==> config.mk <==
export PLATFORM = sky130hd
export DESIGN_NAME = apb_master_bridge
export DESIGN_NICKNAME = d
export VERILOG_FILES = /design/src/rtl/apb_master_bridge.sv
export SDC_FILE = /design/constraint.sdc
export NUM_CORES = 1
export LEC_CHECK = 0
export CAP_MARGIN = 10
export CORE_UTILIZATION = 45
export DETAILED_ROUTE_END_ITERATION = 10
export HOLD_SLACK_MARGIN = 0.06
export PLACE_DENSITY = 0.86
export SKIP_LAST_GASP = 1
export SLEW_MARGIN = 20
export SYNTH_ARGS = -nofsm -noshare
export SYNTH_HDL_FRONTEND = slang
export SYNTH_SLANG_ARGS = --single-unit
==> constraint.sdc <==
create_clock -name PCLK -period 4.3 [get_ports PCLK]
set_input_delay 0.43 -clock PCLK [delete_from_list [all_inputs] [get_ports PCLK]]
set_output_delay 0.43 -clock PCLK [all_outputs]
set_load 0.01 [all_outputs]
==> src/rtl/apb_master_bridge.sv <==
// rtl/apb_master_bridge.sv - APB3 requester bridging a valid/ready request/response channel
module apb_master_bridge #(
    parameter int ADDR_WIDTH = 32,
    parameter int DATA_WIDTH = 32,
    parameter int TIMEOUT    = 255
) (
    input  logic                  PCLK,
    input  logic                  PRESETn,
    input  logic                  req_valid,
    output logic                  req_ready,
    input  logic                  req_write,
    input  logic [ADDR_WIDTH-1:0] req_addr,
    input  logic [DATA_WIDTH-1:0] req_wdata,
    output logic                  resp_valid,
    input  logic                  resp_ready,
    output logic [DATA_WIDTH-1:0] resp_rdata,
    output logic                  resp_err,
    output logic                  resp_timeout,
    output logic                  PSEL,
    output logic                  PENABLE,
    output logic [ADDR_WIDTH-1:0] PADDR,
    output logic                  PWRITE,
    output logic [DATA_WIDTH-1:0] PWDATA,
    input  logic [DATA_WIDTH-1:0] PRDATA,
    input  logic                  PREADY,
    input  logic                  PSLVERR
);
    // Wait counter only has to reach TIMEOUT-1: the abort fires on the cycle it would reach TIMEOUT.
    localparam int CNT_W = (TIMEOUT < 1) ? 1 : $clog2(TIMEOUT + 1);
    localparam int LAST_I = (TIMEOUT < 1) ? 0 : TIMEOUT - 1;
    localparam logic [CNT_W-1:0] LAST_WAIT = LAST_I[CNT_W-1:0];

    typedef enum logic [1:0] {S_IDLE, S_SETUP, S_ACCESS, S_RESP} state_t;

    state_t                  r_state;
    state_t                  w_next_state;
    logic [CNT_W-1:0]        r_wait_cnt;

    logic                    r_req_ready, w_req_ready;
    logic                    r_resp_valid, w_resp_valid;
    logic [DATA_WIDTH-1:0]   r_resp_rdata, w_resp_rdata;
    logic                    r_resp_err, w_resp_err;
    logic                    r_resp_timeout, w_resp_timeout;
    logic                    r_psel, w_psel;
    logic                    r_penable, w_penable;
    logic [ADDR_WIDTH-1:0]   r_paddr, w_paddr;
    logic                    r_pwrite, w_pwrite;
    logic [DATA_WIDTH-1:0]   r_pwdata, w_pwdata;

    logic                    w_accept;
    logic                    w_timeout;

    // req_ready is only ever high in IDLE, so it doubles as the idle qualifier
    assign w_accept  = req_valid && r_req_ready;
    assign w_timeout = (TIMEOUT != 0) && !PREADY && (r_wait_cnt == LAST_WAIT);

    assign req_ready    = r_req_ready;
    assign resp_valid   = r_resp_valid;
    assign resp_rdata   = r_resp_rdata;
    assign resp_err     = r_resp_err;
    assign resp_timeout = r_resp_timeout;
    assign PSEL         = r_psel;
    assign PENABLE      = r_penable;
    assign PADDR        = r_paddr;
    assign PWRITE       = r_pwrite;
    assign PWDATA       = r_pwdata;

    // State register
    always_ff @(posedge PCLK or negedge PRESETn) begin
        if (!PRESETn) begin
            r_state <= S_IDLE;
        end else begin
            r_state <= w_next_state;
        end
    end

    // Next-state logic
    always_comb begin
        w_next_state = r_state;
        unique case (r_state)
            S_IDLE:   if (w_accept) w_next_state = S_SETUP;
            S_SETUP:  w_next_state = S_ACCESS;
            S_ACCESS: if (PREADY || w_timeout) w_next_state = S_RESP;
            S_RESP:   if (resp_ready) w_next_state = S_IDLE;
            default:  w_next_state = S_IDLE;
        endcase
    end

    // Next values of the registered outputs, decoded from the upcoming state
    always_comb begin
        w_psel         = (w_next_state == S_SETUP) || (w_next_state == S_ACCESS);
        w_penable      = (w_next_state == S_ACCESS);
        w_req_ready    = (w_next_state == S_IDLE);
        w_resp_valid   = (w_next_state == S_RESP);
        w_paddr        = r_paddr;
        w_pwrite       = r_pwrite;
        w_pwdata       = r_pwdata;
        w_resp_rdata   = r_resp_rdata;
        w_resp_err     = r_resp_err;
        w_resp_timeout = r_resp_timeout;
        if (w_accept) begin
            w_paddr  = req_addr;
            w_pwrite = req_write;
            w_pwdata = req_wdata;
        end
        if (r_state == S_ACCESS) begin
            if (PREADY) begin
                w_resp_rdata   = r_pwrite ? '0 : PRDATA;
                w_resp_err     = PSLVERR;
                w_resp_timeout = 1'b0;
            end else if (w_timeout) begin
                w_resp_rdata   = '0;
                w_resp_err     = 1'b1;
                w_resp_timeout = 1'b1;
            end
        end
    end

    // Output registers
    always_ff @(posedge PCLK or negedge PRESETn) begin
        if (!PRESETn) begin
            r_req_ready    <= 1'b0;
            r_resp_valid   <= 1'b0;
            r_resp_rdata   <= '0;
            r_resp_err     <= 1'b0;
            r_resp_timeout <= 1'b0;
            r_psel         <= 1'b0;
            r_penable      <= 1'b0;
            r_paddr        <= '0;
            r_pwrite       <= 1'b0;
            r_pwdata       <= '0;
        end else begin
            r_req_ready    <= w_req_ready;
            r_resp_valid   <= w_resp_valid;
            r_resp_rdata   <= w_resp_rdata;
            r_resp_err     <= w_resp_err;
            r_resp_timeout <= w_resp_timeout;
            r_psel         <= w_psel;
            r_penable      <= w_penable;
            r_paddr        <= w_paddr;
            r_pwrite       <= w_pwrite;
            r_pwdata       <= w_pwdata;
        end
    end

    // ACCESS wait counter, restarted for every new transfer
    always_ff @(posedge PCLK or negedge PRESETn) begin
        if (!PRESETn) begin
            r_wait_cnt <= '0;
        end else if (w_accept) begin
            r_wait_cnt <= '0;
        end else if ((r_state == S_ACCESS) && !PREADY) begin
            r_wait_cnt <= r_wait_cnt + 1'b1;
        end
    end

endmodule

# == Word level (Yosys, flattened, before mapping) ==
# Index checks and enable logic that the tools add are counted.
# op_classes
n_mux,12
addsub,1
eq_ne,7
n_reduce_logical,11
# op_table
cell,n
2-to-1 mux 32 bit,3
2-to-1 mux 8 bit,2
adder 8 x 1 -> 8 bit (second input constant),1
equality test 2 bit (second input constant),4
equality test 8 bit (second input constant),1
case mux 2 bit (4 select lines),1
2-to-1 mux 2 bit,3
equality test 2 x 1 -> 1 bit (second input constant),2
logical NOT 2 bit,2
nonzero test 2 bit,2
logical AND 1 bit,3
2-to-1 mux 1 bit,3
logical OR 1 bit,2
AND reduction 2 bit,1
logical NOT 1 bit,1
# totals
register_bits,113
out_inout_bits,103

# == Depth between registers and ports, before layout ==
# Gate-level depths: netlist (run 1).
# logic_depth
ltp_word,7
depth_mapped,6
mapped_depth_nobuf,6

# == Worst setup path after synthesis (run 1) ==
# No wires, ideal clock.
# synth_timing
kind,flip-flop to flip-flop
from,reg r_state[0]
to,reg r_wait_cnt[5]
t_required_ps,4222
stages_incl_launch_ff,5
path_slack_ps,2718
setup_time_ps,78
arrival_time_ps,1504
n_path_buf,1
path_cell_list,dfrtp_1 -> or3b_1 -> clkbuf_2 -> or4_1 -> a21oi_1
# synth_via
elab_chain_cells,3
# synth_rtl
item,line_no,source
"start, declared",35,state_t r_state;
"start signal, assigned",73,r_state <= w_next_state;
equality test 2 bit,152,end else if ((r_state == S_ACCESS) && !PREADY) begin
logical AND 1 bit,152,
nonzero test 2 bit (no line),-,
"end signal, assigned",153,r_wait_cnt <= r_wait_cnt + 1'b1;
"end, declared",37,logic [CNT_W-1:0] r_wait_cnt;
# No other way between the ends.
# A chain may end at the register's enable or synchronous reset.

# == Final worst setup path (run 1) ==
# layout_timing
from,"reg r_pwrite, in the netlist PWRITE"
to,out PWRITE
# layout_rtl
item,line_no,source
"start, declared",47,"logic r_pwrite, w_pwrite;"
"start signal, assigned",141,r_pwrite <= w_pwrite;
"end, declared",22,"output logic PWRITE,"
# No word-level cell between the ends.

==> results.sh, run 1 <==
export IMPL_outcome="finished, final reports clean"
export IMPL_worst_pin_slew_ns=1.06
export IMPL_ys_warn_count=0
export IMPL_die_w_um=103
export IMPL_synth_fa_ha_area_share_pct=1.37
export IMPL_h_tree_depth=4
export IMPL_crit_required_ns=3.87
export IMPL_endpoint_kind="output pin"
export IMPL_final_antenna_net_count=0
export IMPL_fmax_mhz=374
export IMPL_max_clock_path_buffers=2
export IMPL_report_final_slew_viol_count=0
export IMPL_route_detailed_drc=0
export IMPL_synth_xor_area_share_pct=0.192
export IMPL_hp_class="input pin to flop"
export IMPL_yosysUniqueCellTypes=33
export IMPL_area_growth_pct=61.2
export IMPL_ff2ff_setup_slack_ns=2.25
export IMPL_peakVddDrop_uv=347
export IMPL_die_y_um=103
export IMPL_max_slew_margin_pct=29.0
export IMPL_wl_per_cell_um=14.7
export IMPL_fin_crit_sh_pct=62.2
export IMPL_cp_top_family="flip-flops"
export IMPL_drt_first_pass_iters=6
export IMPL_hold_violations=0
export IMPL_power_leakage_nw=3.50
export IMPL_start_kind="flop"
export IMPL_avgSynthCellArea_um2=9.32
export IMPL_finalCriticalPeriod_ns=2.68
export IMPL_portBuffers=205
export IMPL_clock_skew_ns=0.00642
export IMPL_finalSetupViolCount=0
export IMPL_register_area_um2=2830
export IMPL_fillCellCount=688
export IMPL_synth_fp_nets=597
export IMPL_hp_start="req_addr[11]"
export IMPL_grtUsageTotal_pct=23.8
export IMPL_power_density_nw_per_um2=730
export IMPL_tritoncts="done"
export IMPL_cap_violations=0
export IMPL_worst_slack_ns=1.62
export IMPL_r2r_end="resp_valid"
export IMPL_numCtsBuffers=17
export IMPL_gp_congestion=0.737
export IMPL_rows=36
export IMPL_min_to="PADDR[11]"
export IMPL_overflow=0
export IMPL_fin_total_pwr_mw=5.36
export IMPL_vias=4058
export IMPL_hold_depth=3
export IMPL_grt_pass1_vias=4033
export IMPL_synth_simple_area_share_pct=22.5
export IMPL_wirelength_um=12300
export IMPL_finalNetCount=796
export IMPL_drive_gt1_share_pct=5.71
export IMPL_post_cts_resize_count=0
export IMPL_drt_iter0_markers=98
export IMPL_post_place_ws_ns=1.88
export IMPL_synth_top_family_by_area="simple AND/OR/NAND/NOR gates"
export IMPL_grt_pass1_wl_um=18900
export IMPL_clk_pin_slew_ns=0.06
export IMPL_yosys_mux_area_fraction_pct=0.220
export IMPL_multi_input_comb_area_um2=1480
export IMPL_path_cells="clkdlybuf4s50_1"
export IMPL_synth_compound_area_share_pct=8.05
export IMPL_start_util_pct=46.6
export IMPL_synth_seq_area_share_pct=62.1
export IMPL_cts_sinks=113
export IMPL_synth_cells=489
export IMPL_syn_area_um2=4560
export IMPL_finalSetupTns_ns=0
export IMPL_critPathMaxFanout=34
export IMPL_ios=206
export IMPL_reg2reg_from="r_state[0]"
export IMPL_design_core_area_um2=9770
export IMPL_ctsRootBufferMaster="clkbuf_8"
export IMPL_antenna_found_initial=0
export IMPL_die_area_um2=10500
export IMPL_critical_path_max_stage_delay_ns=1.04
export IMPL_worst_setup_path_type="flop to output pin"
export IMPL_cp_num_buf_inv=1
export IMPL_antenna_cells=0
export IMPL_clock_latency_ns=0.50
export IMPL_hpwl_um=8500
export IMPL_grt_start_max_net_pins=80
export IMPL_slowest_stage="dfrtp_1"
export IMPL_ys_ff_latch=113
export IMPL_arrival_ns=2.25
export IMPL_rsz0062_at_grt="false"
export IMPL_reg2reg_depth=5
export IMPL_via_per_inst=4.87
-- synthesized netlist by cell type --
cell       instances  area (µm²)
nand4_1            1        6.26
or4_1              2        15.0
mux2i_1            1        10.0
and2_1             1        6.26
o32ai_1           32         280
nor3b_1            1        7.51
nor2_1             3        11.3
nand3_1            2        10.0
dfrtp_1          113        2830
nand4bb_1          1        11.3
clkbuf_2           1        5.00
o21ai_0            3        15.0
nand2b_1           2        12.5
ha_1               5        62.6
buf_1              6        22.5
xnor2_1            1        8.76
a211oi_1           1        7.51
o22a_1             1        8.76
nor3_2             1        10.0
nor4_1             1        6.26
clkbuf_1          22        82.6
buf_2              1        5.00
nand4b_1           1        8.76
nand3b_1           1        7.51
nor3_1             1        5.00
or3_1              3        18.8
o21a_1             1        7.51
nand2_1          234         878
a21oi_1            5        25.0
or3b_1             1        8.76
o31ai_1            3        22.5
buf_4              1        7.51
inv_1             36         135
-- kinds of logic (layout without fill, tap and decap cells) --
kind of cell,Yosys count,after routing
flip-flops,113,113
adder cells (fa/ha/maj),5,5
AO/OA/AOI/OAI,46,46
buffers and inverters,67,278
multiplexers,1,1
AND/OR/NAND/NOR,256,256
XOR/XNOR,1,1
-- per-stage QoR --
| step | hold slack (ns) | area [µm²] | utilization [%] | instances |
|---|---|---|---|---|
| final | 0.451 | 7350 | 75.2 | 833 |
| after global routing | 0.452 | 7350 | 75.2 | 833 |
| after CTS | 0.111 | 7330 | 75.0 | 832 |
| after detailed placement | 0.461 | 6700 | 68.5 | 801 |
| after global placement | 0.457 | 6700 | 68.5 | 801 |
| after floorplan | 0.134 | 4560 | - | 489 |
-- placed cells by master, fill, tap and decap left out, drive strengths merged, types with 2 or more instances in the layout --
cell | netlist | layout
a21oi | 5 | 5
buf | 8 | 6
bufinv | 0 | 4
clkbuf | 23 | 22
clkdlybuf4s50 | 0 | 204
clkinv | 0 | 2
clkinvlp | 0 | 3
dfrtp | 113 | 113
ha | 5 | 5
inv | 36 | 36
nand2 | 234 | 234
nand2b | 2 | 2
nand3 | 2 | 2
nor2 | 3 | 3
nor3 | 2 | 2
o21ai | 3 | 3
o31ai | 3 | 3
o32ai | 32 | 32
or3 | 3 | 3
or4 | 2 | 2
-- sequential cells by signal, indices dropped and copies added (netlist names) --
| signal | count |
|---|---|
| PADDR | 32 |
| PWDATA | 32 |
| resp_rdata | 32 |
| r_wait_cnt | 8 |
| r_state | 2 |
| PENABLE | 1 |
| PSEL | 1 |
| PWRITE | 1 |
| req_ready | 1 |
| resp_err | 1 |
| resp_timeout | 1 |
| resp_valid | 1 |
-- worst max-delay path by stage --
| stage | startpoint | endpoint | slack [ns] | cells after the start |
|---|---|---|---|---|
| after floorplan | r_state[0] | r_wait_cnt[5] | 2.72 | 4 |
| after CTS | PWRITE | PWRITE | 1.61 | 1 |
| after detailed placement | PREADY | resp_valid | 1.88 | 6 |
| final | PWRITE | PWRITE | 1.62 | 1 |
| after global placement | PREADY | resp_valid | 2.01 | 6 |
| after global routing | PWRITE | PWRITE | 1.50 | 1 |
-- cell type report --
type | count | share of cell area [%]
Inverter | 36 | 1.84
Tap cell | 133 | 2.26
Clock buffer | 22 | 6.57
Sequential cell | 113 | 38.5
Timing Repair Buffer | 211 | 28.6
Clock inverter | 9 | 2.08
Multi-Input combinational cell | 309 | 20.2
-- report_power, final --
group          switching [mW]  total (mW)  internal, mW
logic                   0.903        2.01          1.11
registers               0.322        1.87          1.55
clock network           0.468        1.48          1.01
-- routing by layer --
metal	vias up	track usage [%]	part of all wire, %
li1	1961	-	-
met1	1923	28.3	40
met2	156	39.4	50
met3	18	8.20	8.5
met4	0	10.4	1.7
met5	-	0	0
-- timing repair --
action / in CTS / in global routing
setup buffers: 0 / 0
hold buffers: 0 / 1
hold endpoints to repair: 0 / 78
Note: power is estimated with default switching activity, not from simulation.
==> run 2, diff against run 1 <==
CORE_UTILIZATION = 42   (was 45)
PLACE_DENSITY = 0.81   (was 0.86)
clock period = 2.75 ns   (was 4.3 ns; I/O delays follow)
==> run 2 against run 1 <==
Net effect:
- utilization fell by 4.2 points
- first-iteration DRC count rose by 150%
- clock-buffer cell count fell by 3
- critical endpoint is now req_ready
- largest power group unchanged
- final cell count rose by 0.84%
==> results.sh, run 2 (synthesized netlist as in run 1, its figures left out) <==
export IMPL_slowest_stage="clkdlybuf4s50_1"
export IMPL_path_depth=1
export IMPL_die_area_um2=11300
export IMPL_ios=206
export IMPL_report_final_slew_viol_count=0
export IMPL_final_util_pct=71.0
export IMPL_cts_sinks=113
export IMPL_cp_top_family="buffers and inverters"
export IMPL_fin_total_pwr_mw=8.45
export IMPL_outcome="finished, final reports clean"
export IMPL_worst_slack_ns=1.01
export IMPL_drt_first_pass_iters=6
export IMPL_rsz0062_at_grt="false"
export IMPL_fin_cells=840
export IMPL_power_leakage_nw=3.52
export IMPL_via_per_inst=4.86
export IMPL_critical_path_max_stage_delay_ns=0.57
export IMPL_power_density_nw_per_um2=1140
export IMPL_finalSetupTns_ns=0
export IMPL_final_common_cell="nand2_1"
export IMPL_start_kind="flop"
export IMPL_place_inst=807
export IMPL_vias=4086
export IMPL_die_y_um=106
export IMPL_clock_latency_ns=0.51
export IMPL_max_clock_path_buffers=2
export IMPL_numCtsBuffers=17
export IMPL_antenna_cells=0
export IMPL_rows=37
export IMPL_hold_violations=0
export IMPL_route_detailed_drc=0
export IMPL_layout_common_cells="nand2_1, clkdlybuf4s50_1, dfrtp_1, inv_1, o32ai_1"
export IMPL_cap_violations=0
export IMPL_critPathMaxFanout=3
export IMPL_endpoint_kind="output pin"
export IMPL_fin_crit_sh_pct=63.3
export IMPL_wl_per_cell_um=14.8
export IMPL_final_antenna_net_count=0
export IMPL_grtUsageTotal_pct=23.1
export IMPL_cp_num_buf_inv=1
export IMPL_hpwl_um=8690
export IMPL_start_util_pct=43.7
export IMPL_gp_congestion=0.795
export IMPL_crit_required_ns=2.48
export IMPL_reg2reg_depth=3
export IMPL_grt_start_max_net_pins=68
export IMPL_fillCellCount=772
export IMPL_path_cells="clkdlybuf4s50_1"
export IMPL_h_tree_depth=4
export IMPL_portBuffers=205
export IMPL_clock_skew_ns=0.0139
export IMPL_arrival_ns=1.47
export IMPL_worst_setup_path_type="flop to output pin"
export IMPL_ctsRootBufferMaster="clkbuf_8"
export IMPL_design_core_area_um2=10400
export IMPL_area_growth_pct=62.3
export IMPL_overflow=0
export IMPL_finalNetCount=799
export IMPL_post_place_ws_ns=0.812
export IMPL_die_w_um=106
export IMPL_finalSetupViolCount=0
export IMPL_drive_gt1_share_pct=6.25
export IMPL_drt_iter0_markers=243
export IMPL_grt_pass1_wl_um=20200
export IMPL_tritoncts="done"
export IMPL_finalCriticalPeriod_ns=1.74
export IMPL_wirelength_um=12400
export IMPL_clk_pin_slew_ns=0.06
export IMPL_cts_setup_buffers=0
export IMPL_fmax_mhz=574
export IMPL_grt_pass1_vias=4206
export IMPL_hp_class="input pin to asynchronous set/reset pin"
export IMPL_antenna_found_initial=0
export IMPL_max_slew_margin_pct=53.5
export IMPL_peakVddDrop_uv=537
export IMPL_worst_pin_slew_ns=0.697
==> run 2: power by group <==
| group | internal [mW] | switching, mW | leakage [nW] |
|---|---|---|---|
| Combinational | 1.75 | 1.48 | 1.79 |
| Clock | 1.61 | 0.753 | 0.298 |
| Sequential | 2.42 | 0.442 | 1.42 |
| Total | 5.78 | 2.67 | 3.52 |
==> run 2: worst paths after layout <==
| kind | from | endpoint | slack (ns) |
|---|---|---|---|
| setup reg to reg | r_state[1] | r_wait_cnt[5] | 1.04 |
| min in group PCLK | req_addr[1] | PADDR[1] | 0.29 |
| setup / recovery | req_ready | req_ready | 1.01 |
| hold reg to reg | PWDATA[18] | PWDATA[18] | 0.47 |
| hold / removal | PRESETn | resp_rdata[22] | 0.27 |
| max in group asynchronous | PRESETn | r_wait_cnt[5] | 1.69 |
==> run 2: repair_timing <==
item | 4_1_cts | 5_1_grt
hold buffers | 1 | 0
gates resized for setup | 0 | 0
hold endpoints to repair | 34 | 0
==> run 2: final cells by class <==
| class | instances | area, µm² | share of cell area, % |
|---|---|---|---|
| flip-flops and latches | 113 | 2830 | 38.2 |
| repair buffers | 214 | 2130 | 28.8 |
| multi-input cells | 309 | 1480 | 20.0 |
| clock buffers | 19 | 442 | 5.97 |
| clock inverters | 13 | 209 | 2.82 |
| well taps | 136 | 170 | 2.30 |
| inverters | 36 | 135 | 1.83 |
==> run 2: per-layer routing <==
metal	GRT usage, %	routed length (µm)	share of wire, %
met5	0	0	0
met4	10.0	262	2.1
met3	7.54	977	7.9
met2	38.8	6070	49
met1	27.0	5100	41
==> run 2: metrics by stage <==
step	hold slack, ns	cell area, µm²
after floorplan	-0.0206	4560
after global placement	0.254	6740
after detailed placement	0.260	6740
after CTS	0.265	7400
after global routing	0.283	7400
final	0.266	7400
==> run 3, diff against run 2 <==
clock period = 1.69 ns   (was 2.75 ns; I/O delays follow)
==> run 3 against run 2 <==
Net effect:
- first-iteration DRC count down 2.5%
- sequential power up 62%
- combinational power rose by 67%
- wire length grew 1.6%
- clock-buffer cell count up 1
- critical endpoint is now PWRITE
==> results.sh, run 3 (synthesized netlist as in run 1, its figures left out) <==
export IMPL_fmax_mhz=613
export IMPL_reg2reg_from="r_state[1]"
export IMPL_cts_setup_buffers=0
export IMPL_clock_skew_ns=0.00871
export IMPL_finalNetCount=803
export IMPL_route_detailed_drc=0
export IMPL_arrival_ns=1.46
export IMPL_overflow=0
export IMPL_cp_endpoint="PWRITE"
export IMPL_cap_violations=0
export IMPL_fin_crit_sh_pct=96.5
export IMPL_finalSetupViolCount=0
export IMPL_grt_pass1_vias=4136
export IMPL_die_w_um=106
export IMPL_clock_latency_ns=0.50
export IMPL_internal_power_mw=9.53
export IMPL_via_per_inst=4.90
export IMPL_drt_iter0_markers=237
export IMPL_slowest_stage="clkdlybuf4s50_1"
export IMPL_die_y_um=106
export IMPL_numCtsBuffers=17
export IMPL_area_growth_pct=64.5
export IMPL_max_clock_path_buffers=2
export IMPL_path_cells="clkdlybuf4s50_1"
export IMPL_fin_cells=844
export IMPL_dpl_cell_area_um2=6830
export IMPL_fillCellCount=780
export IMPL_start_kind="flop"
export IMPL_start_util_pct=43.7
export IMPL_ctsRootBufferMaster="clkbuf_8"
export IMPL_hold_violations=0
export IMPL_combPwrFrac_pct=38.7
export IMPL_outcome="finished, final reports clean"
export IMPL_rsz0062_at_grt="false"
export IMPL_critPathMaxFanout=3
export IMPL_reg2reg_depth=3
export IMPL_max_slew_margin_pct=66.7
export IMPL_crit_required_ns=1.52
export IMPL_wirelength_um=12600
export IMPL_fin_area_um2=7490
export IMPL_p_sw_share_pct=31.6
export IMPL_power_leakage_nw=3.56
export IMPL_rows=37
export IMPL_grt_pass1_wl_um=20300
export IMPL_r2r_end="r_wait_cnt[5]"
export IMPL_cts_sinks=113
export IMPL_power_density_nw_per_um2=1860
export IMPL_vias=4135
export IMPL_cp_num_buf_inv=1
export IMPL_ff2ff_setup_slack_ns=0.08
export IMPL_final_common_cell="nand2_1"
export IMPL_peakVddDrop_uv=956
export IMPL_power_frac_clock_pct=27.9
export IMPL_die_area_um2=11300
export IMPL_worst_pin_slew_ns=0.500
export IMPL_layout_common_cells="nand2_1, clkdlybuf4s50_1, dfrtp_1, inv_1, o32ai_1"
export IMPL_drt_first_pass_iters=4
export IMPL_tritoncts="done"
export IMPL_grt_start_max_net_pins=73
export IMPL_design_core_area_um2=10400
export IMPL_place_inst=811
export IMPL_cp_top_family="buffers and inverters"
export IMPL_final_util_pct=72.0
export IMPL_hp_class="input pin to asynchronous set/reset pin"
export IMPL_clk_pin_slew_ns=0.06
export IMPL_critical_path_max_stage_delay_ns=0.58
export IMPL_report_final_slew_viol_count=0
export IMPL_antenna_found_initial=0
export IMPL_worst_setup_path_type="flop to output pin"
export IMPL_grtUsageTotal_pct=23.2
export IMPL_gp_congestion=0.758
export IMPL_final_antenna_net_count=0
export IMPL_portBuffers=205
export IMPL_antenna_cells=0
export IMPL_wl_per_cell_um=14.9
export IMPL_h_tree_depth=4
export IMPL_finalSetupTns_ns=0
export IMPL_hpwl_um=8630
export IMPL_crit_path_start="PWRITE"
export IMPL_drive_gt1_share_pct=6.78
export IMPL_path_depth=1
export IMPL_p_switching_mw=4.39
export IMPL_seqPwrFrac_pct=33.3
export IMPL_ios=206
export IMPL_endpoint_kind="output pin"
export IMPL_finalCriticalPeriod_ns=1.63
-- run 3: cell types whose count changed in the layout (fill, tap and decap cells not counted) --
cell	before	now
dfrtp_1	113	112
buf_6	0	1
clkbuf_1	0	1
dfrtp_2	0	1
clkinvlp_4	6	5
inv_6	0	1
clkinv_2	1	0
buf_4	8	6
buf_12	1	6
-- run 3: final cells by class --
class / count / area, µm² / share of cell area [%]
Sequential cell: 113 / 2830 / 37.7
Timing Repair Buffer: 218 / 2230 / 29.7
Multi-Input combinational cell: 309 / 1480 / 19.8
Clock buffer: 20 / 445 / 5.94
Clock inverter: 12 / 205 / 2.74
Tap cell: 136 / 170 / 2.27
Inverter: 36 / 135 / 1.80
-- run 3: power groups by stage --
stage / logic (mW) / registers, mW / clock network (mW)
2_1_floorplan: 1.64 / 5.16 / 0
3_3_place_gp: 5.27 / 4.61 / 0
3_5_place_dp: 5.40 / 4.67 / 0
4_1_cts: 5.46 / 4.65 / 3.95
5_1_grt: 5.86 / 4.79 / 4.09
6_report: 5.39 / 4.64 / 3.89
-- run 3: worst min-delay path by stage --
stage / cells after the start / end / slack [ns]
2_1_floorplan: 0 / PADDR[0] / -0.13
3_3_place_gp: 1 / resp_rdata[22] / 0.17
3_5_place_dp: 1 / resp_rdata[22] / 0.17
4_1_cts: 2 / resp_rdata[22] / 0.18
5_1_grt: 3 / PWDATA[30] / 0.19
6_report: 2 / resp_rdata[30] / 0.18
-- run 3: metrics by stage --
step	power [mW]	hold WS, ns	setup slack, ns
2_1_floorplan	6.80	-0.127	0.108
3_3_place_gp	9.88	0.168	-0.0369
3_5_place_dp	10.1	0.167	-0.0772
4_1_cts	14.1	0.176	0.0282
6_report	13.9	0.178	0.0583
5_1_grt	14.7	0.186	0.00426
-- run 3: metal layers --
layer / track usage, % / vias to the layer above / part of all wire, %
met5: 0 / - / 0
met1: 28.3 / 1975 / 42
li1: - / 1978 / -
met4: 7.84 / 0 / 1.3
met2: 39.2 / 166 / 50
met3: 6.68 / 16 / 7.1
-- run 3: timing repair --
item,CTS,global route
endpoints found under the hold margin,106,0
gates resized for setup,0,2
setup endpoints to repair,0,22
hold buffers,1,0
